==> src/rtl/iw_collect_n.sv <==
// rtl/iw_collect_n.sv - collects N_OPS operand words into a vector and launches it to the IMC core
// Optional feature macro: IW_DOUBLE_BUF_EN (two ping-pong collection banks)
module iw_collect_n #(
  parameter int DATA_W = 16,
  parameter int N_OPS  = 4,
  parameter int CNT_W  = $clog2(N_OPS + 1)
) (
  input  logic                    clk,
  input  logic                    rst,
  input  logic                    dataReady,
  input  logic [DATA_W-1:0]       dataIn,
  output logic                    dataAccept,
  input  logic                    flush,
  input  logic                    imc_ready,
  output logic                    imc_start,
  output logic [N_OPS*DATA_W-1:0] ops,
  output logic [CNT_W-1:0]        fill_level
);

  localparam logic [CNT_W-1:0] LAST_SLOT = CNT_W'(N_OPS - 1);
  localparam logic [CNT_W-1:0] FULL_LVL  = CNT_W'(N_OPS);

  logic [CNT_W-1:0]        cnt_q;
  logic [CNT_W-1:0]        cnt_inc_d;
  logic [N_OPS*DATA_W-1:0] ops_q;
  logic                    imc_start_q;
  logic                    take_d;

  assign cnt_inc_d = cnt_q + CNT_W'(1);
  assign take_d    = dataReady && dataAccept;
  assign ops       = ops_q;
  assign imc_start = imc_start_q;

`ifdef IW_DOUBLE_BUF_EN

  logic [1:0][N_OPS*DATA_W-1:0] bank_q;
  logic [1:0]                   full_q;
  logic                         wr_sel_q;
  logic                         rd_sel_q;
  logic                         launch_d;

  // Collection stalls only when both banks hold un-launched sets
  assign dataAccept = ~(&full_q);
  assign fill_level = (&full_q) ? FULL_LVL : cnt_q;
  assign launch_d   = full_q[rd_sel_q] && imc_ready;

  // Ping-pong banks: launch drains the oldest full bank while the other keeps filling
  always_ff @(posedge clk) begin
    if (rst) begin
      bank_q      <= '0;
      full_q      <= '0;
      wr_sel_q    <= 1'b0;
      rd_sel_q    <= 1'b0;
      cnt_q       <= '0;
      ops_q       <= '0;
      imc_start_q <= 1'b0;
    end else begin
      imc_start_q <= 1'b0;
      if (flush) begin
        full_q   <= '0;
        wr_sel_q <= 1'b0;
        rd_sel_q <= 1'b0;
        cnt_q    <= '0;
      end else begin
        // Launch and fill never touch the same bank: the write bank is never full when accepting
        if (launch_d) begin
          ops_q            <= bank_q[rd_sel_q];
          imc_start_q      <= 1'b1;
          full_q[rd_sel_q] <= 1'b0;
          rd_sel_q         <= ~rd_sel_q;
        end
        if (take_d) begin
          for (int i = 0; i < N_OPS; i++) begin
            if (cnt_q == CNT_W'(i)) begin
              bank_q[wr_sel_q][i*DATA_W +: DATA_W] <= dataIn;
            end
          end
          if (cnt_q == LAST_SLOT) begin
            full_q[wr_sel_q] <= 1'b1;
            wr_sel_q         <= ~wr_sel_q;
            cnt_q            <= '0;
          end else begin
            cnt_q <= cnt_inc_d;
          end
        end
      end
    end
  end

`else

  typedef enum logic {
    S_COLLECT,
    S_FULL
  } state_t;

  state_t                  state_q;
  logic [N_OPS*DATA_W-1:0] bank_q;

  // Single bank: no collection while a complete set waits for the core
  assign dataAccept = (state_q == S_COLLECT);
  assign fill_level = (state_q == S_FULL) ? FULL_LVL : cnt_q;

  // Collect/launch FSM with the one-cycle FULL bubble
  always_ff @(posedge clk) begin
    if (rst) begin
      state_q     <= S_COLLECT;
      bank_q      <= '0;
      cnt_q       <= '0;
      ops_q       <= '0;
      imc_start_q <= 1'b0;
    end else begin
      imc_start_q <= 1'b0;
      if (flush) begin
        state_q <= S_COLLECT;
        cnt_q   <= '0;
      end else begin
        case (state_q)
          S_COLLECT: begin
            if (dataReady) begin
              for (int i = 0; i < N_OPS; i++) begin
                if (cnt_q == CNT_W'(i)) begin
                  bank_q[i*DATA_W +: DATA_W] <= dataIn;
                end
              end
              if (cnt_q == LAST_SLOT) begin
                state_q <= S_FULL;
                cnt_q   <= '0;
              end else begin
                cnt_q <= cnt_inc_d;
              end
            end
          end
          S_FULL: begin
            if (imc_ready) begin
              ops_q       <= bank_q;
              imc_start_q <= 1'b1;
              state_q     <= S_COLLECT;
            end
          end
          default: state_q <= S_COLLECT;
        endcase
      end
    end
  end

  // take_d is only meaningful for the banked build; keep it observed here
  logic unused_take;
  assign unused_take = take_d;

`endif

endmodule

==> config.mk <==
export PLATFORM = sky130hd
export DESIGN_NAME = iw_collect_n
export DESIGN_NICKNAME = d
export VERILOG_FILES = /design/src/rtl/iw_collect_n.sv
export SDC_FILE = /design/constraint.sdc
export NUM_CORES = 1
export LEC_CHECK = 0
export CORE_MARGIN = 2
export CORE_UTILIZATION = 56
export CTS_CLUSTER_DIAMETER = 150
export CTS_CLUSTER_SIZE = 14
export DETAILED_ROUTE_END_ITERATION = 10
export HOLD_SLACK_MARGIN = 0.05
export PLACE_DENSITY = 0.83
export SYNTH_ARGS = -nofsm -noshare
export SYNTH_HDL_FRONTEND = slang
export SYNTH_SLANG_ARGS = --single-unit
==> constraint.sdc <==
create_clock -name clk -period 2.28 [get_ports clk]
set_input_delay 0.342 -clock clk [delete_from_list [all_inputs] [get_ports clk]]
set_output_delay 0.342 -clock clk [all_outputs]
set_load 0.02 [all_outputs]
==> flow_summary_export.csv <==
group,metric,value,unit
run_status,run_status,"finished clean",
cts,clock-sinks,133,
floorplan,die_height,98.6,um
power,power.switching,1.11,mW
power,power.density,823,nW/um2
finish,final_core_util,75.6,%
global_routing,grt_antenna_before_repair,0,
worst_setup_path,worstPathCellList,"or2_2 -> clkdlybuf4s50_1",
floorplan,dieArea,9730,um2
placement,gpl.final_weighted_congestion,0.803,
power,power.share.switching,20.5,%
cts,tritoncts,"yes",
power,internal_power,4.31,mW
cts,clk_pin_slew_worst_paths,60,ps
floorplan,floorplan.rows,34,
worst_setup_path,critical_path.slowest_cell,"sky130_fd_sc_hd__clkdlybuf4s50_1",
global_routing,grt.overflow.total,0,
placement,hpwlAfterDp,7.43,mm
floorplan,floorplan.core_area,8720,um2
synth,synth_sequential_area_ratio,53.1,%
timing,min_period_over_period,94.6,%
power,leakage_power_total,2.61,nW
cts,cts_hold_repair.buffers,0,
drt,routed_wire_length_per_instance,16.4,um
worst_setup_path,cp_top_family,"buffers and inverters",
worst_setup_path,worst-path-buf-inv,1,
worst_setup_path,crit_path_max_fanout,9,
global_routing,gr-usage-all-layers,25.6,%
run,drv.max_cap_violation_count,0,
global_routing,grt_pass1_vias,3998,
worst_setup_path,crit_end_element,"output pin",
global_routing,wire_length_of_the_first_global_routing_pass,19.6,mm
drt,drt_first_pass_iters,4,
timing,unrepaired_setup_endpoints_after_global_routing,"false",
worst_setup_path,timing.critical_path.arrival,1820,ps
cts,clockBufferDepth,2,
drt,first_iter_violations,187,
synth,yosys.cell_types.count,25,
power,seq_power_share,43.5,%
timing,final.setup.tns,0,ps
worst_setup_path,cpPeakStageDelay,590,ps
drt,via_count,3949,
floorplan,start_util,57.5,%
drt,drt-total-wl,12.2,mm
placement,portBuffers,89,
timing,hold_slack,252,ps
synth,mappedNetlistArea,5020,um2
drt,detail-route-antenna-nets,0,
global_routing,grt_max_degree,53,
timing,worst_max_slew_pin_slew,526,ps
finish,fin_area,6600,um2
synth,yosys_register_bits,133,
floorplan,top_level_ports,90,
drt,post-route-drc-count,0,
min_path,worstHoldPathType,"in2reg",
finish,diodes,0,
cts,clock_tree.htree_level_count,4,
finish,layout.nets,644,
cts,clk_root_buffer_cell,"sky130_fd_sc_hd__clkbuf_8",
synth,synth-warning-count,0,
drt,via_per_inst,5.34,
timing,final_max_slew_viol_count,0,
worst_setup_path,crit_type,"reg2out",
power,peakVddDrop,0.503,mV
cts,clock_insertion_delay_worst_skew,520,ps
cts,ctsResizeCount,0,
cts,cts_setup_buffers,0,
worst_setup_path,critical_path.startpoint_type,"register",
timing,final_hold_viol_count,0,
power,power.combinational.fraction,3.5,%
synth,syn_inst,538,
timing,fmaxAchievable,464,MHz
timing,finalSetupViolations,0,
finish,fraction_of_layout_cells_with_a_size_suffix_above_1,7.59,%
cts,cts-buffers-inserted,17,
floorplan,die_w,98.6,um
placement,post_dp_area,5970,um2
synth,synth_fp_nets,563,
finish,synthToLayoutAreaGrowth,31.5,%
timing,fin_crit,2160,ps
power,clockPowerShare,53.0,%
timing,fin_skew,6.99,ps
timing,relSlewSlack,64.8,%
synth,synthesis.area_per_instance,9.32,um2
worst_setup_path,worst-endpoint-required,1940,ps
## synth_stat cells
cell,number,area [um2]
sky130_fd_sc_hd__buf_6,4,45.0
sky130_fd_sc_hd__and3b_1,1,8.76
sky130_fd_sc_hd__buf_4,1,7.51
sky130_fd_sc_hd__buf_1,5,18.8
sky130_fd_sc_hd__or2_2,1,6.26
sky130_fd_sc_hd__or3_1,1,6.26
sky130_fd_sc_hd__mux2i_1,64,641
sky130_fd_sc_hd__buf_2,9,45.0
sky130_fd_sc_hd__dfxtp_1,133,2660
sky130_fd_sc_hd__nor2_1,4,15.0
sky130_fd_sc_hd__nand3b_1,1,7.51
sky130_fd_sc_hd__nand2_2,2,12.5
sky130_fd_sc_hd__nand2b_1,81,507
sky130_fd_sc_hd__nand3_1,2,10.0
sky130_fd_sc_hd__o22ai_1,1,6.26
sky130_fd_sc_hd__ha_1,4,50.1
sky130_fd_sc_hd__a21oi_1,65,325
sky130_fd_sc_hd__clkbuf_1,18,67.6
sky130_fd_sc_hd__nor2b_1,1,6.26
sky130_fd_sc_hd__nor4b_4,1,23.8
sky130_fd_sc_hd__nand2b_4,1,13.8
sky130_fd_sc_hd__nand2_1,131,492
sky130_fd_sc_hd__a21boi_0,2,15.0
sky130_fd_sc_hd__inv_1,3,11.3
sky130_fd_sc_hd__and2_1,2,12.5
## area by class of cell
class	count	area, um2
clock buffer	18	418
clock inverter	14	209
fill	571	2120
inverter	3	11.3
multi-input combinational	365	2160
sequential	133	2660
tap	108	135
timing repair buffer	99	1000
## cells in the final DEF (no fill, tap or decap), types with 2 or more instances in the layout
cell                              count
sky130_fd_sc_hd__a21boi_0             2
sky130_fd_sc_hd__a21oi_1             65
sky130_fd_sc_hd__and2_1               2
sky130_fd_sc_hd__buf_12               3
sky130_fd_sc_hd__buf_4                8
sky130_fd_sc_hd__bufinv_16            5
sky130_fd_sc_hd__clkbuf_16           16
sky130_fd_sc_hd__clkdlybuf4s50_1     88
sky130_fd_sc_hd__clkinv_2             4
sky130_fd_sc_hd__clkinvlp_4           4
sky130_fd_sc_hd__dfxtp_1            133
sky130_fd_sc_hd__ha_1                 4
sky130_fd_sc_hd__inv_1                3
sky130_fd_sc_hd__mux2i_1             64
sky130_fd_sc_hd__nand2_1            131
sky130_fd_sc_hd__nand2_2              2
sky130_fd_sc_hd__nand2b_1            81
sky130_fd_sc_hd__nand3_1              2
sky130_fd_sc_hd__nor2_1               4
## registers in the layout, indices dropped and copies added, names as in the netlist
signal     flops
bank_q        64
ops           64
cnt_q          3
imc_start      1
state_q        1
## logic make-up (layout without fill, tap and decap cells)
group                    Yosys count  after routing  share of synthesized area [%]
AO/OA/AOI/OAI                     68             68                           6.91
adder cells (fa/ha/maj)            4              4                          0.998
buffers and inverters             40            134                           3.89
flip-flops                       133            133                           53.1
multiplexers                      64             64                           12.8
AND/OR/NAND/NOR                  229            229                           22.3
## power by group through the flow
stage	Combinational, mW	Sequential (mW)	Clock [mW]
CTS	0.189	2.36	2.90
finish	0.189	2.36	2.88
floorplan	0.111	2.40	0
global route	0.202	2.36	2.98
detailed placement	0.184	2.41	0
global placement	0.180	2.41	0
## layer usage
| layer | vias to the layer above | track usage (%) | share of wire (%) |
|---|---|---|---|
| met5 | - | 0 | 0 |
| met4 | 0 | 9.80 | 1.2 |
| met3 | 17 | 5.82 | 5.4 |
| met2 | 118 | 44.1 | 52 |
| met1 | 1907 | 31.2 | 41 |
| li1 | 1907 | - | - |
## metrics by stage
stage	power, mW	cells	worst slack [ps]
2_1_floorplan	2.52	538	841
3_3_place_gp	2.59	708	377
3_5_place_dp	2.59	708	335
4_1_cts	5.44	740	130
5_1_grt	5.55	740	72.9
6_report	5.43	740	123
## worst paths after layout
check	from	endpoint	slack, ps	cells past startpoint
hold reg to reg	ops[52]	ops[52]	450	2
setup / recovery	state_q	fill_level[2]	120	2
setup reg to reg	cnt_q[0]	bank_q[54]	710	5
hold / removal	rst	ops[47]	250	2
No activity file was read; power rests on OpenSTA's default activity.
